$ cat src/rtl/adc_filter_pkg.sv
// ============================================================================
// Module   : adc_filter_pkg
// Brief    : Shared constants and helpers for the ADC moving-average filter.
// Revision : 1.0
// ============================================================================
`default_nettype none

package adc_filter_pkg;

  localparam int c_DW           = 14;
  localparam int c_AVG_LOG2_DEF = 3;
  localparam int c_SPIKE_TH_DEF = 1024;

  function automatic int sum_width(input int dw, input int avg_log2);
    return dw + avg_log2;
  endfunction

endpackage

`default_nettype wire

$ cat src/rtl/adc_avg_channel.sv
// ============================================================================
// Module   : adc_avg_channel
// Brief    : One moving-average channel: circular buffer, running sum, output
//            register and optional spike rejection (ADC_SPIKE_REJECT_EN).
// Revision : 1.0
// ============================================================================
`default_nettype none

module adc_avg_channel
  import adc_filter_pkg::*;
#(
  parameter int AVG_LOG2 = c_AVG_LOG2_DEF,
  parameter int DW       = c_DW
`ifdef ADC_SPIKE_REJECT_EN
  ,
  parameter int SPIKE_TH = c_SPIKE_TH_DEF
`endif
) (
  input  logic          sys_clk,
  input  logic          sys_rst_n,
  input  logic          i_clear,
  input  logic          i_load,
  input  logic          i_acc,
  input  logic          i_update,
  input  logic [DW-1:0] i_adc_data,
  output logic [DW-1:0] o_data
);

  localparam int c_WIN = 1 << AVG_LOG2;
  localparam int c_SW  = sum_width(DW, AVG_LOG2);

  logic [DW-1:0]       r_s1_data;
  logic [DW-1:0]       r_buf [c_WIN];
  logic [AVG_LOG2-1:0] r_wr_ptr;
  logic [c_SW-1:0]     r_sum;
  logic [DW-1:0]       r_data;
  logic [DW-1:0]       w_sample;

`ifdef ADC_SPIKE_REJECT_EN
  localparam logic [DW-1:0] c_TH = DW'(SPIKE_TH);

  logic [DW-1:0] r_last_acc;
  logic [1:0]    r_rej_cnt;
  logic          r_primed;
  logic [DW-1:0] w_diff;
  logic          w_spike;

  assign w_diff   = (i_adc_data >= r_last_acc) ? (i_adc_data - r_last_acc)
                                               : (r_last_acc - i_adc_data);
  // Nothing to compare against until one sample has been accepted.
  assign w_spike  = r_primed && (w_diff > c_TH) && (r_rej_cnt < 2'd2);
  assign w_sample = w_spike ? r_last_acc : i_adc_data;

  always_ff @(posedge sys_clk or negedge sys_rst_n) begin
    if (!sys_rst_n) begin
      r_last_acc <= '0;
      r_rej_cnt  <= '0;
      r_primed   <= 1'b0;
    end else if (i_clear) begin
      r_last_acc <= '0;
      r_rej_cnt  <= '0;
      r_primed   <= 1'b0;
    end else if (i_load) begin
      if (w_spike) begin
        r_rej_cnt <= r_rej_cnt + 2'd1;
      end else begin
        r_last_acc <= i_adc_data;
        r_rej_cnt  <= '0;
        r_primed   <= 1'b1;
      end
    end
  end
`else
  assign w_sample = i_adc_data;
`endif

  always_ff @(posedge sys_clk or negedge sys_rst_n) begin
    if (!sys_rst_n) begin
      r_s1_data <= '0;
      r_wr_ptr  <= '0;
      r_sum     <= '0;
      r_data    <= '0;
      for (int i = 0; i < c_WIN; i++) r_buf[i] <= '0;
    end else if (i_clear) begin
      r_s1_data <= '0;
      r_wr_ptr  <= '0;
      r_sum     <= '0;
      r_data    <= '0;
      for (int i = 0; i < c_WIN; i++) r_buf[i] <= '0;
    end else begin
      if (i_load) r_s1_data <= w_sample;
      if (i_acc) begin
        r_sum           <= r_sum + c_SW'(r_s1_data) - c_SW'(r_buf[r_wr_ptr]);
        r_buf[r_wr_ptr] <= r_s1_data;
        r_wr_ptr        <= r_wr_ptr + AVG_LOG2'(1);
      end
      if (i_update) r_data <= r_sum[c_SW-1:AVG_LOG2];
    end
  end

  assign o_data = r_data;

endmodule

`default_nettype wire

$ cat src/rtl/adc_avg_filter.sv
// ============================================================================
// Module   : adc_avg_filter
// Brief    : Two-channel lockstep moving-average filter for the resonant
//            capacitor ADCs. Spike rejection enabled by ADC_SPIKE_REJECT_EN.
// Revision : 1.0
// ============================================================================
`default_nettype none

module adc_avg_filter
  import adc_filter_pkg::*;
#(
  parameter int AVG_LOG2 = c_AVG_LOG2_DEF,
  parameter int DW       = c_DW
`ifdef ADC_SPIKE_REJECT_EN
  ,
  parameter int SPIKE_TH = c_SPIKE_TH_DEF
`endif
) (
  input  logic          sys_clk,
  input  logic          sys_rst_n,
  input  logic          i_sample_en,
  input  logic          i_clear,
  input  logic [DW-1:0] i_adc_data_1,
  input  logic [DW-1:0] i_adc_data_2,
  output logic [DW-1:0] o_filtered_data_out1,
  output logic [DW-1:0] o_filtered_data_out2,
  output logic          o_data_strobe,
  output logic          o_filter_valid
);

  localparam logic [AVG_LOG2:0] c_FILL_FULL = (AVG_LOG2+1)'(1) << AVG_LOG2;

  logic              r_s1_vld;
  logic              r_s2_vld;
  logic              r_strobe;
  logic              r_valid;
  logic [AVG_LOG2:0] r_fill;

  always_ff @(posedge sys_clk or negedge sys_rst_n) begin
    if (!sys_rst_n) begin
      r_s1_vld <= 1'b0;
      r_s2_vld <= 1'b0;
      r_strobe <= 1'b0;
      r_valid  <= 1'b0;
      r_fill   <= '0;
    end else if (i_clear) begin
      r_s1_vld <= 1'b0;
      r_s2_vld <= 1'b0;
      r_strobe <= 1'b0;
      r_valid  <= 1'b0;
      r_fill   <= '0;
    end else begin
      r_s1_vld <= i_sample_en;
      r_s2_vld <= r_s1_vld;
      r_strobe <= r_s2_vld;
      if (r_s1_vld && (r_fill != c_FILL_FULL)) r_fill <= r_fill + (AVG_LOG2+1)'(1);
      // Fill reached full at this sample's accumulate edge, so it rises with its strobe.
      if (r_s2_vld && (r_fill == c_FILL_FULL)) r_valid <= 1'b1;
    end
  end

  adc_avg_channel #(
    .AVG_LOG2 (AVG_LOG2),
    .DW       (DW)
`ifdef ADC_SPIKE_REJECT_EN
    ,
    .SPIKE_TH (SPIKE_TH)
`endif
  ) u_ch1 (
    .sys_clk    (sys_clk),
    .sys_rst_n  (sys_rst_n),
    .i_clear    (i_clear),
    .i_load     (i_sample_en),
    .i_acc      (r_s1_vld),
    .i_update   (r_s2_vld),
    .i_adc_data (i_adc_data_1),
    .o_data     (o_filtered_data_out1)
  );

  adc_avg_channel #(
    .AVG_LOG2 (AVG_LOG2),
    .DW       (DW)
`ifdef ADC_SPIKE_REJECT_EN
    ,
    .SPIKE_TH (SPIKE_TH)
`endif
  ) u_ch2 (
    .sys_clk    (sys_clk),
    .sys_rst_n  (sys_rst_n),
    .i_clear    (i_clear),
    .i_load     (i_sample_en),
    .i_acc      (r_s1_vld),
    .i_update   (r_s2_vld),
    .i_adc_data (i_adc_data_2),
    .o_data     (o_filtered_data_out2)
  );

  assign o_data_strobe  = r_strobe;
  assign o_filter_valid = r_valid;

endmodule

`default_nettype wire

$ cat config.mk
export PLATFORM = sky130hd
export DESIGN_NAME = adc_avg_filter
export DESIGN_NICKNAME = d
export VERILOG_FILES = /design/src/rtl/adc_filter_pkg.sv /design/src/rtl/adc_avg_channel.sv /design/src/rtl/adc_avg_filter.sv
export SDC_FILE = /design/constraint.sdc
export NUM_CORES = 1
export LEC_CHECK = 0
export ABC_CLOCK_PERIOD_IN_PS = 10750
export CORE_MARGIN = 10
export CORE_UTILIZATION = 35
export CTS_BUF_LIST = sky130_fd_sc_hd__clkbuf_2 sky130_fd_sc_hd__clkbuf_4 sky130_fd_sc_hd__clkbuf_8
export CTS_CLUSTER_SIZE = 10
export DETAILED_ROUTE_END_ITERATION = 7
export MAX_ROUTING_LAYER = met4
export PLACE_DENSITY_LB_ADDON = 0.1
export SLEW_MARGIN = 10
export SYNTH_ARGS = -nofsm -noshare
export SYNTH_HDL_FRONTEND = slang
export SYNTH_SLANG_ARGS = --single-unit
$ cat constraint.sdc
create_clock -name sys_clk -period 10.75 [get_ports sys_clk]
set_input_delay 2.15 -clock sys_clk [delete_from_list [all_inputs] [get_ports sys_clk]]
set_output_delay 2.15 -clock sys_clk [all_outputs]
set_load 0.1 [all_outputs]
==> impl_results.md, run 1 <==
- Status: finished, final reports clean
- Top cells by count, synth: nand2_1, dfrtp_1, a21oi_1
- Hold WC Path Type: register to register
- Crit path capture type: register
- Synth Cell Area: 0.0176 mm2
- Dpl hpwl: 34600 um
- Gr ovfl total: 0
- Critical path type: register to register
- Cell total after placement: 2591
- Most Used Layer, Global Route: met2
- Clk sinks: 328
- Wirelength per Cell: 20.6 um
- Synth Net Count: 2074
- Peak VDD IR: 0.0843 mV
- FP Rows: 82
- Slew Limit Fails: 0
- DRT Pass-1 Iters: 5
- Core area: 0.0499 mm2
- CP startpoint kind: register
- CP Capture Point: u_ch1.r_sum[15]
- Clock slew at reported path FFs: 0.06 ns
- Setup bufs post-CTS: 0
- Pwr dens: 176 mW/mm2
- First-pass GRT wire length: 87100 um
- Syn Area/Cell: 8.90 um2
- Arrival time worst endpoint: 5.32 ns
- Max Cap Viol: 0
- Post-Route WL: 55400 um
- Maximum clock rate: 210 MHz
- Setup_tns: 0 ns
- H-tree depth: 2
- Area growth syn-to-layout: 13.2%
- Worst Tran Pin Value: 1.30 ns
- Final worst path period share: 44.3%
- Clock Skew: 0.0225 ns
- Count of cell types in the netlist: 68
- Setup repair after global routing missed its margin: no
- Worst EP required: 11.30 ns
- Detailed router's first-iteration violation count: 1373
- Drt drc: 0
- Final #Nets: 2078
- Seq cells post-synth: 328
- Area contributors post-synth: dfrtp_1, nand2_1, a21oi_1
- Share of layout cells above drive strength 1: 9.61%
- Root Driver: clkbuf_8
- Final setup viols: 0
- N_diodes: 0
- Critical Path Start: u_ch1.r_wr_ptr[2]
- Met2 usage: 27.6%
- Fill cell count: 5076
- Clk_lat worst skew: 0.67 ns
- Final Hold Vio Count: 0
- Via count: 14082
- Post-route insts no fill: 2690
- R2r endpoint: u_ch1.r_sum[15]
- Most frequent cell after synthesis: nand2_1
- R2R Setup Slk: 5.99 ns
- Antenna viol nets, final: 0
- Ys flop type: dfrtp_1
- CTS tree: yes
- Post-CTS Hold Fix Bufs: 0
- GR Util All Layers: 19.1%
- Yosys Warn Count: 0
- Met1 Track Usage GR: 26.8%
- Mapped Cells: 1976
- Relative slew slack: 12.9%
- Vias per cell: 5.23
- Die width: 244 um
- Async SR Flop Fraction: 100%
- Synth top area share: 46.7%
- Vias in the first global route: 14229
- Number of antenna violations at the first check in global routing: 0
- Largest net degree at the start of global routing: 216
- R2R depth: 16
- Clk buf depth: 3
- Post-CTS resize count: 0
- Yosys top cell by area: dfrtp_1
- Register area share after synthesis: 46.7%
- GP Congestion: 0.852
- Crit path time final: 4.76 ns
- TritonCTS buffer count: 59
- Starting Density: 35.3%
- Post-synth EDFFs: 0
- CP max FO: 20
- Die span in y: 244 um
- I/O pin count: 62
- Met3 GRT Util: 3.26%
- PortBufs: 61
- Die area: 0.0596 mm2
- Leakage: 8.46 nW
- Reg-to-Reg Start: u_ch1.r_wr_ptr[2]
## metrics by stage
step	area, um2	setup slack, ns	utilization, %	hold slack [ns]	total power [mW]
6_report	19900	5.99	39.9	0.489	3.51
5_1_grt	19900	5.77	39.9	0.535	3.74
4_1_cts	19900	6.05	39.9	0.498	3.55
3_5_place_dp	18700	6.07	37.6	0.484	2.34
3_3_place_gp	18700	6.17	37.6	0.480	2.33
2_1_floorplan	17600	6.80	-	0.486	2.07
## logic make-up (layout without fill, tap and decap cells)
logic type / count (synthesis) / in the layout / synth area share, %
fa+ha+maj: 66 / 66 / 5.89
flops: 328 / 328 / 46.7
mux: 139 / 139 / 9.65
simple gates: 745 / 745 / 17.2
compound gates: 405 / 405 / 13.7
buf+inv: 274 / 316 / 5.91
xor+xnor: 19 / 19 / 0.947
## power by group
group | internal, mW | switching (mW)
Sequential | 1.29 | 0.0703
Clock | 0.653 | 0.538
Combinational | 0.370 | 0.588
Total | 2.31 | 1.20
## final cells by class
| class | instances | area [um2] | area share [%] |
|---|---|---|---|
| clock inverter | 6 | 45.0 | 0.226 |
| sequential | 328 | 8210 | 41.3 |
| timing repair buffer | 87 | 836 | 4.20 |
| inverter | 130 | 488 | 2.45 |
| clock buffer | 93 | 1120 | 5.61 |
| tap | 672 | 841 | 4.22 |
| multi-input combinational | 1374 | 8370 | 42.0 |
## worst min path at each step
stage,startpoint,to,slack [ns],cells after the start
3_5_place_dp,o_filter_valid,o_filter_valid,0.48,2
6_report,o_filter_valid,o_filter_valid,0.49,2
4_1_cts,o_filter_valid,o_filter_valid,0.50,2
3_3_place_gp,o_filter_valid,o_filter_valid,0.48,2
2_1_floorplan,u_ch2.r_sum[2],u_ch2.r_sum[2],0.49,2
5_1_grt,u_ch2.r_buf[53],u_ch2.r_buf[53],0.54,2
## metal layers
metal / part of all wire, % / vias up
li1: - / 6621
met1: 48 / 6964
met2: 44 / 416
met3: 5.8 / 81
met4: 2.2 / 0
met5: 0 / -
## placed cells by master (no fill, tap or decap), drive strengths merged, types with 9 or more instances in the layout
cell | Yosys | routed
mux4 | 22 | 22
clkbuf | 121 | 93
ha | 38 | 38
a211oi | 13 | 13
xnor2 | 11 | 11
clkdlybuf4s50 | 0 | 58
fa | 28 | 28
nor3 | 20 | 20
a221oi | 10 | 10
a21oi | 260 | 260
nor2b | 16 | 16
buf | 23 | 29
nand3 | 24 | 24
nor2 | 139 | 139
nand2 | 508 | 508
mux2i | 93 | 93
dfrtp | 328 | 328
mux2 | 24 | 24
a21o | 9 | 9
o21ai | 32 | 32
inv | 127 | 129
a22oi | 12 | 12
## sequential cells by signal (all words and copies together), names as in the netlist
| signal | flops |
|---|---|
| u_ch2.o_data | 14 |
| u_ch1.o_data | 14 |
| r_s2_vld | 1 |
| u_ch1.r_sum | 17 |
| u_ch1.r_wr_ptr | 3 |
| u_ch2.r_s1_data | 14 |
| u_ch2.r_buf | 112 |
| r_fill | 4 |
| o_data_strobe | 1 |
| u_ch1.r_s1_data | 14 |
| o_filter_valid | 1 |
| u_ch2.r_sum | 17 |
| r_s1_vld | 1 |
| u_ch2.r_wr_ptr | 3 |
| u_ch1.r_buf | 112 |
## worst max-delay path, stage by stage, from the launching register on
cell and delay (ns):
dfrtp_1 0.93, clkinv_1 0.52, nor2_1 0.42, nand2_1 0.09
nor2_1 0.09, a31oi_1 0.05, o21ai_0 0.26, fa_1 0.51
inv_1 0.06, ha_1 0.26, o21a_1 0.15, a21oi_2 0.16
nor2b_1 0.10, o41ai_4 0.27, nor2_2 0.08, or4_1 0.47
a31o_1 0.22
(Power assumes the default switching activity.)
==> inputs of run 2 (changes only) <==
--- a/config.mk
+++ b/config.mk
@@ -5,7 +5,7 @@
 export SDC_FILE = /design/constraint.sdc
 export NUM_CORES = 1
 export LEC_CHECK = 0
-export ABC_CLOCK_PERIOD_IN_PS = 10750
+export ABC_CLOCK_PERIOD_IN_PS = 4100
 export CORE_MARGIN = 10
 export CORE_UTILIZATION = 35
 export CTS_BUF_LIST = sky130_fd_sc_hd__clkbuf_2 sky130_fd_sc_hd__clkbuf_4 sky130_fd_sc_hd__clkbuf_8
==> constraint.sdc (replaced) <==
create_clock -name sys_clk -period 4.1 [get_ports sys_clk]
set_input_delay 0.82 -clock sys_clk [delete_from_list [all_inputs] [get_ports sys_clk]]
set_output_delay 0.82 -clock sys_clk [all_outputs]
set_load 0.1 [all_outputs]
==> impl_results.md, run 2 (synthesized netlist as in run 1, its figures left out) <==
- CP startpoint kind: register
- TritonCTS buffer count: 59 (unchanged)
- Arrival time worst endpoint: 4.50 ns (-0.82 ns)
- Share of layout cells above drive strength 1: 13.7% (+4.1 points)
- Drt drc: 0 (unchanged)
- Largest net degree at the start of global routing: 220 (+1.9%)
- Detailed router's first-iteration violation count: 1176 (-14%)
- Clk_lat worst skew: 0.67 ns (about the same)
- Design area: 0.0207 mm2 (+4.1%)
- Die width: 244 um (unchanged)
- Most common cell after layout, fill and taps aside: nand2_1
- First-pass GRT wire length: 88900 um (+2.1%)
- Die area: 0.0596 mm2 (unchanged)
- Commonest cells after routing, fill and taps aside: nand2_1, dfrtp_1, a21oi_1, nor2_1, inv_1
- Post-CTS Hold Fix Bufs: 0 (unchanged)
- Die span in y: 244 um (unchanged)
- Crit path top cell by count: a211o_1
- Via count: 14358 (+2.0%)
- I/O pin count: 62 (unchanged)
- Cell Area, Placed: 0.0193 mm2 (+3.1%)
- Number of antenna violations at the first check in global routing: 0 (unchanged)
- Max stage delay cell, worst path: dfrtp_4
- Final worst path period share: 96.0% (+52 points)
- Gr ovfl total: 0 (unchanged)
- Final #Nets: 2149 (+3.4%)
- Status: finished, final reports clean
- Final setup viols: 0 (unchanged)
- Antenna viol nets, final: 0 (unchanged)
- GP Congestion: 0.857 (+0.69%)
- Relative slew slack: 20.1% (+7.2 points)
- Clock slew at reported path FFs: 0.07 ns (about the same)
- Post-layout util: 41.6% (+1.7 points)
- Hold WC Path Type: primary input to async pin
- Final Hold Vio Count: 0 (unchanged)
- Worst-path cell chain: buf_12, nor2b_1, a221oi_2, a31oi_1, a211o_1, fa_1, inv_1, ha_4, a211o_1, a21oi_2, nor2b_2, o41ai_4, nor2_2, or4_1, a31o_1
- Pwr dens: 466 mW/mm2 (+160%)
- Area growth syn-to-layout: 17.9%
- Clock Skew: 0.0201 ns (-0.00233 ns)
- Core area: 0.0499 mm2 (unchanged)
- Largest regs: u_ch1.r_buf x112, u_ch2.r_buf x112
- Setup repair after global routing missed its margin: yes
- Crit path time final: 3.93 ns (-0.827 ns)
- Post-Route WL: 57000 um (+2.9%)
- Crit-path max cell delay: 0.49 ns (-0.44 ns)
- Worst Tran Pin Value: 1.19 ns (-0.101 ns)
- Clk sinks: 328 (unchanged)
- Maximum clock rate: 254 MHz (+21%)
- Critical path type: register to register
- Starting Density: 35.3% (unchanged)
- DRT Pass-1 Iters: 6 (+1)
- Clk buf depth: 3 (unchanged)
- Dpl hpwl: 37100 um (+7.1%)
- FP Rows: 82 (unchanged)
- H-tree depth: 2 (unchanged)
- Root Driver: clkbuf_8
- Crit path capture type: register
- Max Cap Viol: 0 (unchanged)
- Vias in the first global route: 14387 (+1.1%)
- Leakage: 8.92 nW (+5.4%)
- Peak VDD IR: 0.222 mV (+160%)
- Worst EP required: 4.66 ns (-6.64 ns)
- CP max FO: 7 (-65%)
- Vias per cell: 5.18 (-1.1%)
- Setup_tns: 0 ns (unchanged)
- GR Util All Layers: 19.6% (+0.49 points)
- CTS tree: yes
- Slew Limit Fails: 0 (unchanged)
- Wirelength per Cell: 20.6 um (-0.19%)
- PortBufs: 61 (unchanged)
-- run 2: cell count changes in the layout (fill, tap and decap cells not counted), sizes merged --
cell    before  now
buf         29  100
clkbuf      93  102
clkinv       6    9
diode        0    2
inv        129  127
-- run 2: critical path, delay by kind of cell, from the launching register on --
family,cells,cell delay (ns)
compound gates,7,1.69
simple gates,4,0.78
fa+ha+maj,2,0.66
buf+inv,2,0.22
flops,1,0.49
-- run 2: layout make-up --
| type | count | area [um2] |
|---|---|---|
| multi-input cells | 1374 | 8430 |
| flip-flops and latches | 328 | 8220 |
| well taps | 672 | 841 |
| clock inverters | 7 | 37.5 |
| repair buffers | 158 | 1460 |
| inverters | 130 | 488 |
| clock buffers | 102 | 1250 |
| fillers | 5077 | 29100 |
| diodes | 2 | 5.00 |
-- run 2: worst paths after layout --
check                                   from                 end  slack [ns]  cells after the start
hold reg to reg               o_filter_valid      o_filter_valid        0.50                      2
setup / recovery           u_ch1.r_wr_ptr[0]     u_ch1.r_sum[15]        0.17                     15
setup reg to reg           u_ch1.r_wr_ptr[0]     u_ch1.r_sum[15]        0.17                     15
min in group sys_clk          o_filter_valid      o_filter_valid        0.50                      2
max in group asynchronous          sys_rst_n   u_ch1.r_wr_ptr[0]        3.00                      2
hold / removal                     sys_rst_n  u_ch2.r_s1_data[5]        0.13                      1
-- run 2: where the power goes --
group	total (mW)	switching, mW	internal (mW)
sequential	3.54	0.164	3.37
clock	3.34	1.44	1.90
combinational	2.78	1.62	1.16
total	9.65	3.23	6.43
-- run 2: per-layer routing --
| metal | global-route usage (%) | routed length (um) |
|---|---|---|
| met5 | - | 0 |
| met4 | 4.75 | 1120 |
| met3 | 4.09 | 3640 |
| met2 | 28.1 | 24800 |
| met1 | 27.7 | 27500 |
-- run 2: metrics by stage --
stage,power (mW),cells,setup slack (ns),hold slack [ns]
after global routing,10.3,2771,-0.0170,0.155
after floorplan,5.44,1976,0.149,0.486
after CTS,9.71,2767,0.0510,0.143
final,9.65,2773,0.166,0.131
after detailed placement,6.32,2658,0.0646,0.489
after global placement,6.31,2658,0.0842,0.476
-- run 2: repair_timing --
item	in CTS	in global routing
setup endpoints to repair	0	9
gates resized for setup	0	23
setup buffers	0	4
hold endpoints to repair	0	0
